### config.mk
export PLATFORM = sky130hd
export DESIGN_NAME = ram_inject_multi
export DESIGN_NICKNAME = d
export VERILOG_FILES = /design/src/rtl/ram_inject_multi.sv
export SDC_FILE = /design/constraint.sdc
export NUM_CORES = 1
export LEC_CHECK = 0
export CAP_MARGIN = 20
export CORE_MARGIN = 2
export CORE_UTILIZATION = 61
export CTS_CLUSTER_DIAMETER = 40
export DETAILED_ROUTE_END_ITERATION = 6
export PLACE_DENSITY = 0.87
export SLEW_MARGIN = 5
export SYNTH_ARGS = -nofsm -noshare
export SYNTH_HDL_FRONTEND = slang
export SYNTH_SLANG_ARGS = --single-unit
export TNS_END_PERCENT = 10
### constraint.sdc
create_clock -name mclk -period 3.2 [get_ports mclk]
set_clock_uncertainty 0.15 [all_clocks]
set_input_delay 0.8 -clock mclk [delete_from_list [all_inputs] [get_ports mclk]]
set_output_delay 0.8 -clock mclk [all_outputs]
set_load 0.01 [all_outputs]
### src/rtl/ram_inject_multi.sv
// rtl/ram_inject_multi.sv - multi-channel PSRAM read-burst data injector.
// Optional INJECT_ONESHOT_EN: a channel disarms itself on its own hit.
module ram_inject_multi #(
    parameter int          NUM_CH       = 4,
    parameter int          PATCH_WORDS  = 4,
    parameter logic [15:0] CFG_BASE     = 16'h0100,
    parameter int          READ_LATENCY = 4
) (
    input  logic        mclk,
    input  logic        reset,
    input  logic [15:0] config_addr,
    input  logic [15:0] config_data,
    input  logic        config_strobe,
    input  logic [22:0] filter_a,
    input  logic        filter_read,
    input  logic        filter_write,
    input  logic        filter_addr_latch,
    input  logic        filter_strobe,
    input  logic        ram_enable,
    input  logic        ram_oe_n,
    output logic        ram_ce1_out,
    output logic [15:0] ram_d_out,
    output logic        ram_d_oe,
    output logic [2:0]  hit_ch,
    output logic        hit_strobe
);
    typedef enum logic [1:0] {S_IDLE, S_ARMED, S_DRIVE, S_HOLD} state_t;

    state_t                                 state_q, state_d;
    logic [NUM_CH-1:0]                      ch_en_q, ch_en_d;
    logic [NUM_CH-1:0][22:0]                ch_addr_q, ch_addr_d;
    logic [NUM_CH-1:0][PATCH_WORDS-1:0][15:0] ch_data_q, ch_data_d;
    logic [7:0]                             burst_cycle_q, burst_cycle_d;
    logic [2:0]                             arm_ch_q, arm_ch_d;
    logic [2:0]                             hit_ch_q, hit_ch_d;
    logic                                   ce1_q, ce1_d;
    logic                                   hit_strobe_q, hit_strobe_d;
    logic [15:0]                            d_out_q, d_out_d;

    logic        match_any;
    logic [2:0]  match_ch;
    int          drive_k;
    logic [15:0] drive_word;
    logic [15:0] cfg_off;
    logic        cfg_hit;

    assign cfg_off = config_addr - CFG_BASE;
    assign cfg_hit = config_strobe && (config_addr >= CFG_BASE) && (cfg_off < 16'(8 * NUM_CH));

    // Descending scan so the lowest-numbered matching channel is the one left standing.
    always_comb begin
        match_any = 1'b0;
        match_ch  = 3'd0;
        for (int c = NUM_CH - 1; c >= 0; c--) begin
            if (ch_en_q[c] && (ch_addr_q[c] == filter_a)) begin
                match_any = 1'b1;
                match_ch  = 3'(c);
            end
        end
    end

    // k counts words from the first valid read cycle; early cycles preload word 0.
    always_comb begin
        drive_k    = int'(burst_cycle_q) - (READ_LATENCY - 1);
        drive_word = 16'hFFFF;
        for (int c = 0; c < NUM_CH; c++) begin
            for (int w = 0; w < PATCH_WORDS; w++) begin
                if ((arm_ch_q == 3'(c)) && (((w == 0) && (drive_k < 0)) || (drive_k == w))) begin
                    drive_word = ch_data_q[c][w];
                end
            end
        end
    end

    always_comb begin
        state_d       = state_q;
        ch_en_d       = ch_en_q;
        ch_addr_d     = ch_addr_q;
        ch_data_d     = ch_data_q;
        burst_cycle_d = burst_cycle_q;
        arm_ch_d      = arm_ch_q;
        hit_ch_d      = hit_ch_q;
        ce1_d         = ce1_q;
        hit_strobe_d  = 1'b0;
        d_out_d       = d_out_q;

        if (filter_strobe && filter_addr_latch) begin
            burst_cycle_d = 8'd0;
        end else if (filter_strobe && (filter_read || filter_write) && (burst_cycle_q != 8'hFF)) begin
            burst_cycle_d = burst_cycle_q + 8'd1;
        end

        if (!ram_enable) begin
            state_d = S_IDLE;
            ce1_d   = 1'b0;
        end else if (filter_strobe && filter_addr_latch) begin
            if (match_any) begin
                state_d  = S_ARMED;
                arm_ch_d = match_ch;
            end else begin
                state_d = S_IDLE;
                ce1_d   = 1'b0;
            end
        end else if (filter_strobe && filter_write && (state_q == S_ARMED)) begin
            state_d = S_IDLE;
            ce1_d   = 1'b0;
        end else if (filter_strobe && filter_read && (state_q != S_IDLE)) begin
            if (state_q == S_HOLD) begin
                d_out_d = 16'hFFFF;
            end else begin
                d_out_d = drive_word;
                state_d = (drive_k >= PATCH_WORDS - 1) ? S_HOLD : S_DRIVE;
                if (state_q == S_ARMED) begin
                    ce1_d        = 1'b1;
                    hit_strobe_d = 1'b1;
                    hit_ch_d     = arm_ch_q;
`ifdef INJECT_ONESHOT_EN
                    for (int c = 0; c < NUM_CH; c++) begin
                        if (arm_ch_q == 3'(c)) ch_en_d[c] = 1'b0;
                    end
`endif
                end
            end
        end

        // Applied after the one-shot clear so a same-cycle enable write wins.
        if (cfg_hit) begin
            for (int c = 0; c < NUM_CH; c++) begin
                if (cfg_off[5:3] == 3'(c)) begin
                    if (cfg_off[2:0] == 3'd0) ch_addr_d[c][15:0] = config_data;
                    if (cfg_off[2:0] == 3'd1) begin
                        ch_en_d[c]           = config_data[15];
                        ch_addr_d[c][22:16]  = config_data[6:0];
                    end
                    for (int w = 0; w < PATCH_WORDS; w++) begin
                        if (cfg_off[2:0] == 3'(w + 2)) ch_data_d[c][w] = config_data;
                    end
                end
            end
        end
    end

    always_ff @(posedge mclk) begin
        if (reset) begin
            state_q       <= S_IDLE;
            ch_en_q       <= '0;
            ch_addr_q     <= '0;
            ch_data_q     <= '0;
            burst_cycle_q <= 8'd0;
            arm_ch_q      <= 3'd0;
            hit_ch_q      <= 3'd0;
            ce1_q         <= 1'b0;
            hit_strobe_q  <= 1'b0;
            d_out_q       <= 16'd0;
        end else begin
            state_q       <= state_d;
            ch_en_q       <= ch_en_d;
            ch_addr_q     <= ch_addr_d;
            ch_data_q     <= ch_data_d;
            burst_cycle_q <= burst_cycle_d;
            arm_ch_q      <= arm_ch_d;
            hit_ch_q      <= hit_ch_d;
            ce1_q         <= ce1_d;
            hit_strobe_q  <= hit_strobe_d;
            d_out_q       <= d_out_d;
        end
    end

    assign ram_ce1_out = ce1_q;
    assign ram_d_out   = d_out_q;
    assign ram_d_oe    = ram_enable && !ram_oe_n && ce1_q;
    assign hit_ch      = hit_ch_q;
    assign hit_strobe  = hit_strobe_q;
endmodule

==> results.yml <==
outcome:
  status: "complete, but fails checks"
  violations: "design-rule violations"
grt:
  grt_use_total_pct: 41.9
  globalRouteOverflowTotal: 0
  grt_antenna_before_repair: 0
  grt_pass1_wl_um: 102000
  grt_max_degree: 172
  grt_pass1_vias: 18739
logic_synthesis:
  yosys.cell_types.count: 82
  synth_area_leader_cell: "dfxtp_1"
  synth_enable_flop_cells: 0
  synth_area_leaders: "dfxtp_1, nand2_1, a21oi_1"
  yosysSeqAreaShare_pct: 42.7
  yosys_most_used_dff: "dfxtp_1"
  post-synth-top-area-fraction_pct: 42.7
  synthesis.area_mm2: 0.0180
  yosys_warnings: 0
  avgSynthCellArea_um2: 7.93
  async_reset_ff_share_pct: 0
  syn-num-nets: 2339
  ys_seq_elements: 384
  synth_cells: 2270
routing:
  routed_wl_um: 66200
  vias: 18996
  avgRoutedWirePerCell_um: 23.1
  via_per_inst: 6.63
  drt-pass1-iter-count: 7
  drt-initial-drc-count: 2715
  detail-route-antenna-nets: 0
  drc: 1
critical_path:
  crit_chain: "or3_4 > or2_1 > buf_12 > a21oi_4 > buf_4 > and3_1 > nor2_1 > a221oi_2 > and4_1 > a21oi_1"
  critPathMaxStageDelay_ns: 0.45
  r2r_start: "burst_cycle_q[7]$_SDFFE_PP0P_"
  cp_slowest_cell: "a221oi_2"
  required_ns: 3.50
  worst-path-max-fanout: 10
  r2r_slack_ns: 0.06
  crit_path_start: "burst_cycle_q[7]$_SDFFE_PP0P_"
  critPathKind: "flip-flop to flip-flop"
  path_buf_inv: 2
  end_kind: "flip-flop"
  reg2reg_depth: 10
  cp-start-kind: "flip-flop"
  crit_arrival_ns: 3.44
  r2r_end: "ram_d_out[10]$_SDFFE_PP0P_"
  cpLargestDelayFamily: "simple AND/OR/NAND/NOR gates"
final_layout:
  diodes: 0
  fin_nets: 2512
  design_area_mm2: 0.0225
  fin_cells: 2866
  final_common_cell: "nand2_1"
  final_cell_mix: "nand2_1, dfxtp_1, a21oi_1"
  area_growth_syn_to_layout_pct: 24.8
  drive_above_1_share_pct: 14.0
floorplan:
  initial_core_util_pct: 62.4
  core_area_mm2: 0.0289
  core.rowCount: 62
  die-width_um: 176
  die_area_mm2: 0.0309
  io_pins: 86
  fp.dieH_um: 176
placement:
  place_congestion: 0.973
  dp_cells: 2777
  post_dp_cell_area_mm2: 0.0207
  place_hpwl_um: 43600
  pre_cts_ws_ns: -0.314
  io_buffers: 84
sta:
  max_freq_ghz: 0.318
  rsz0062_at_grt: "yes"
  final_hold_viol_count: 0
  whs_ns: 0.306
  finalCritPeriodShare_pct: 98.2
  slew_headroom_pct: 42.9
  min_period_ns: 3.14
  tightest_slew_ns: 0.856
  timing.final.ws_setup_ns: 0.0587
  slew_viol_final: 0
  setup_viol: 0
clocking:
  clkTransAtPathRegs_ns: 0.06
  cts_tree: "built"
  cts_max_level: 2
  cts_hold_buf: 0
  clock_latency_ns: 0.56
  cts_inserted_buffers: 48
  clock_path_buffers: 3
  cts_sinks: 384
  root_buffer: "clkbuf_16"
worst_hold_path:
  hp-class: "flip-flop to flip-flop"
  hold_end: "ch_data_q[22]$_SDFFE_PP0P_"
  worstHoldPathCells: 2
  min_from: "ch_data_q[22]$_SDFFE_PP0P_"
power:
  power_density_mw_per_mm2: 493
  p_leak_uw: 0.00818
  peakVddDrop_mv: 0.461
flow_run:
  drv_cap: 0
registers in the layout, indices dropped and copies added (netlist names):
signal         flops
arm_ch_q           2
burst_cycle_q      8
ch_addr_q         92
ch_data_q        256
ch_en_q            4
hit_ch             2
hit_strobe         1
ram_ce1_out        1
ram_d_out         16
state_q            2
synthesized netlist by cell type, types with 12 or more instances:
cell         n
a21oi_1    294
a221oi_1    14
a31oi_1     18
buf_2       13
clkbuf_1   160
dfxtp_1    384
mux2i_1    109
nand2_1    460
nand3_1    145
nand4_1     23
nor2_1     181
nor3_1      31
nor4_1      23
o2111ai_1   12
o211ai_1    13
o21ai_0     45
o221ai_1    19
o22ai_1     13
xnor2_1     37
xor2_1      61
worst reg2reg max path, cell delays in order, from the launching register on:
cell,delay (ns)
dfxtp_1,0.31
or3_4,0.41
or2_1,0.26
buf_12,0.16
a21oi_4,0.26
buf_4,0.24
and3_1,0.30
nor2_1,0.13
a221oi_2,0.45
and4_1,0.30
a21oi_1,0.08
stage by stage:
step	setup TNS, ns	power (µW)	util (%)
2_1_floorplan	0	5140	-
3_3_place_gp	-6.83	5450	71.8
3_5_place_dp	-19.18	5460	71.8
4_1_cts	-0.0177	11000	77.7
5_1_grt	-0.0171	11200	77.8
6_report	0	11100	77.8
layer usage:
metal / part of all wire [%] / vias up / wire length (µm) / GRT usage (%)
met5: 0 / - / 0 / 0
met4: 8.2 / 0 / 5460 / 29.7
met3: 13 / 413 / 8310 / 9.70
met2: 44 / 1444 / 29400 / 67.2
met1: 35 / 8838 / 23100 / 49.7
li1: - / 8301 / - / -
cell type report:
cell class,count,area [µm²]
Multi-Input combinational cell,1692,9610
Sequential cell,384,7690
Fill cell,1894,6400
Timing Repair Buffer,307,2960
Clock buffer,59,1330
Tap cell,384,480
Clock inverter,30,354
Inverter,10,37.5
cells by family after synthesis:
| group | Yosys count | synth area share (%) |
|---|---|---|
| buf+inv | 194 | 4.26 |
| flops | 384 | 42.7 |
| other cells | 1 | 0.0208 |
| mux | 109 | 6.06 |
| simple gates | 945 | 23.1 |
| compound gates | 534 | 18.7 |
| fa+ha+maj | 5 | 0.348 |
| xor+xnor | 98 | 4.77 |
worst max-delay path by stage:
| stage | to | cells past startpoint | slack, ns |
|---|---|---|---|
| 4_1_cts | ram_d_out[3]$_SDFFE_PP0P_ | 11 | -0.02 |
| 6_report | ram_d_out[10]$_SDFFE_PP0P_ | 10 | 0.06 |
| 3_5_place_dp | ram_ce1_out$_SDFFE_PP0P_ | 8 | -0.31 |
| 5_1_grt | ram_d_out[3]$_SDFFE_PP0P_ | 11 | -0.02 |
| 3_3_place_gp | ram_ce1_out$_SDFFE_PP0P_ | 8 | -0.26 |
| 2_1_floorplan | ch_data_q[71]$_SDFFE_PP0P_ | 8 | 0.20 |
report_power, final:
group / total, µW / switching, µW / internal, µW
Sequential: 4780 / 2.59 / 4780
Clock: 5680 / 2280 / 3400
Combinational: 600 / 391 / 209
Total: 11100 / 2670 / 8390
what timing repair did:
| item | 4_1_cts | 5_1_grt |
|---|---|---|
| buffers inserted | 0 | 0 |
| endpoints found under the setup margin | 1 | 13 |
| resized for setup | 2 | 13 |
Power figures use the tool's default switching activity.
==> variant, RTL diff (same settings) <==
The option `INJECT_ONESHOT_EN` is turned on by a define.
--- a/src/rtl/ram_inject_multi.sv
+++ b/src/rtl/ram_inject_multi.sv
@@ -2,2 +2,4 @@
 // Optional INJECT_ONESHOT_EN: a channel disarms itself on its own hit.
+`define INJECT_ONESHOT_EN
+
 module ram_inject_multi #(
Check against the original RTL: same outputs for any inputs over 4 cycles, from zero or initial values and one cycle with reset high; that may be too few to reach the edited logic, so the function may still have changed.
==> variant against the unedited design <==
- the flow finishes with violations (DRC, setup timing)
- wire length about the same
- power decreased by 0.32%
- worst setup slack worse by 0.059 ns
- design area shrank 1.0%
- sequential power barely moved
- synthesized area down 2.3%
- first-iteration DRC count is 1.5% lower
- synthesized cell count grew 3.9%
- sequential cell count is the same
==> variant: results (changes against the unedited design) <==
* # nets final at 2668 (was 2512)
* Hold path endpoint: ch_data_q[68]$_SDFFE_PP0P_ (was ch_data_q[22]$_SDFFE_PP0P_)
* CP Capture Point: ram_d_out[3]$_SDFFE_PP0P_ (was ram_d_out[10]$_SDFFE_PP0P_)
* Cell types with the highest counts after synthesis: 774 x nand2_1, 412 x a21oi_1, 384 x dfxtp_1 (was 460 x nand2_1, 384 x dfxtp_1, 294 x a21oi_1)
* Relative slew slack at 0.320 (was 0.429)
* Start point of the worst hold path: ch_data_q[68]$_SDFFE_PP0P_ (was ch_data_q[22]$_SDFFE_PP0P_)
* Wire length of the first global-routing pass at 102000 um (about the same)
* Routability Congestion at 1.01 (was 0.973)
* Clock latency on the worst-skew pair at 0.54 ns (was 0.56 ns)
* Internal at 8.45 mW (was 8.39 mW)
* Pin count of the biggest net entering global routing at 203 (was 172)
* All-layer global routing usage at 0.428 (was 0.419)
* Worst setup slack before clock tree synthesis at -0.237 ns (was -0.314 ns)
* CP Max Fanout at 13 (was 10)
* Top cell family by delay on the critical path: compound AO/OA/AOI/OAI gates (was simple AND/OR/NAND/NOR gates)
* Areal power density over the cells at 496 mW/mm^2 (was 493 mW/mm^2)
* Post-Route Setup TNS at -0.000475 ns (was 0 ns)
* Status: complete, but fails checks (unchanged)
* Via count of the first global-routing pass at 18700 (about the same)
* Residual DRC at 7 (was 1)
* Number of different library cells in the post-synthesis netlist at 80 (was 82)
* Top cells by area in the synthesized netlist: dfxtp_1 44%, nand2_1 17%, a21oi_1 12% (was dfxtp_1 43%, nand2_1 9.6%, a21oi_1 8.2%)
* Syn nets at 2428 (was 2339)
* Placed cell count at 2933 (was 2777)
* Number of antenna violations at the first check in global routing at 2 (was 0)
* Worst-case setup margin in the final layout at -0.000475 ns (was 0.0587 ns)
* Count of final setup violators at 1 (was 0)
* Violations in the final reports: DRC, setup timing (was DRC)
* FF-to-FF Start: burst_cycle_q[0]$_SDFFE_PP0P_ (was burst_cycle_q[7]$_SDFFE_PP0P_)
[variant: layout make-up]
cell class / count / area, um^2
Multi-Input combinational cell: 1791 / 9270
Sequential cell: 384 / 7690
Fill cell: 1955 / 6320
Timing Repair Buffer: 359 / 3050
Clock buffer: 61 / 1320
Tap cell: 384 / 480
Clock inverter: 27 / 360
Inverter: 15 / 56.3
Antenna cell: 1 / 2.50
[variant: layer usage]
layer  track usage  share of wire  vias up
met2         0.651           0.43     1415
met4         0.279          0.075        2
met1         0.544           0.36     8881
met5             0        0.00018        -
met3         0.103           0.13      361
li1              -              -     8596
[variant: cell families after synthesis]
| family | share of synthesized area |
|---|---|
| buf+inv | 0.0414 |
| other cells | 0.000213 |
| compound gates | 0.229 |
| xor+xnor | 0.0488 |
| fa+ha+maj | 0.00356 |
| mux | 0.000640 |
| simple gates | 0.239 |
| flops | 0.437 |
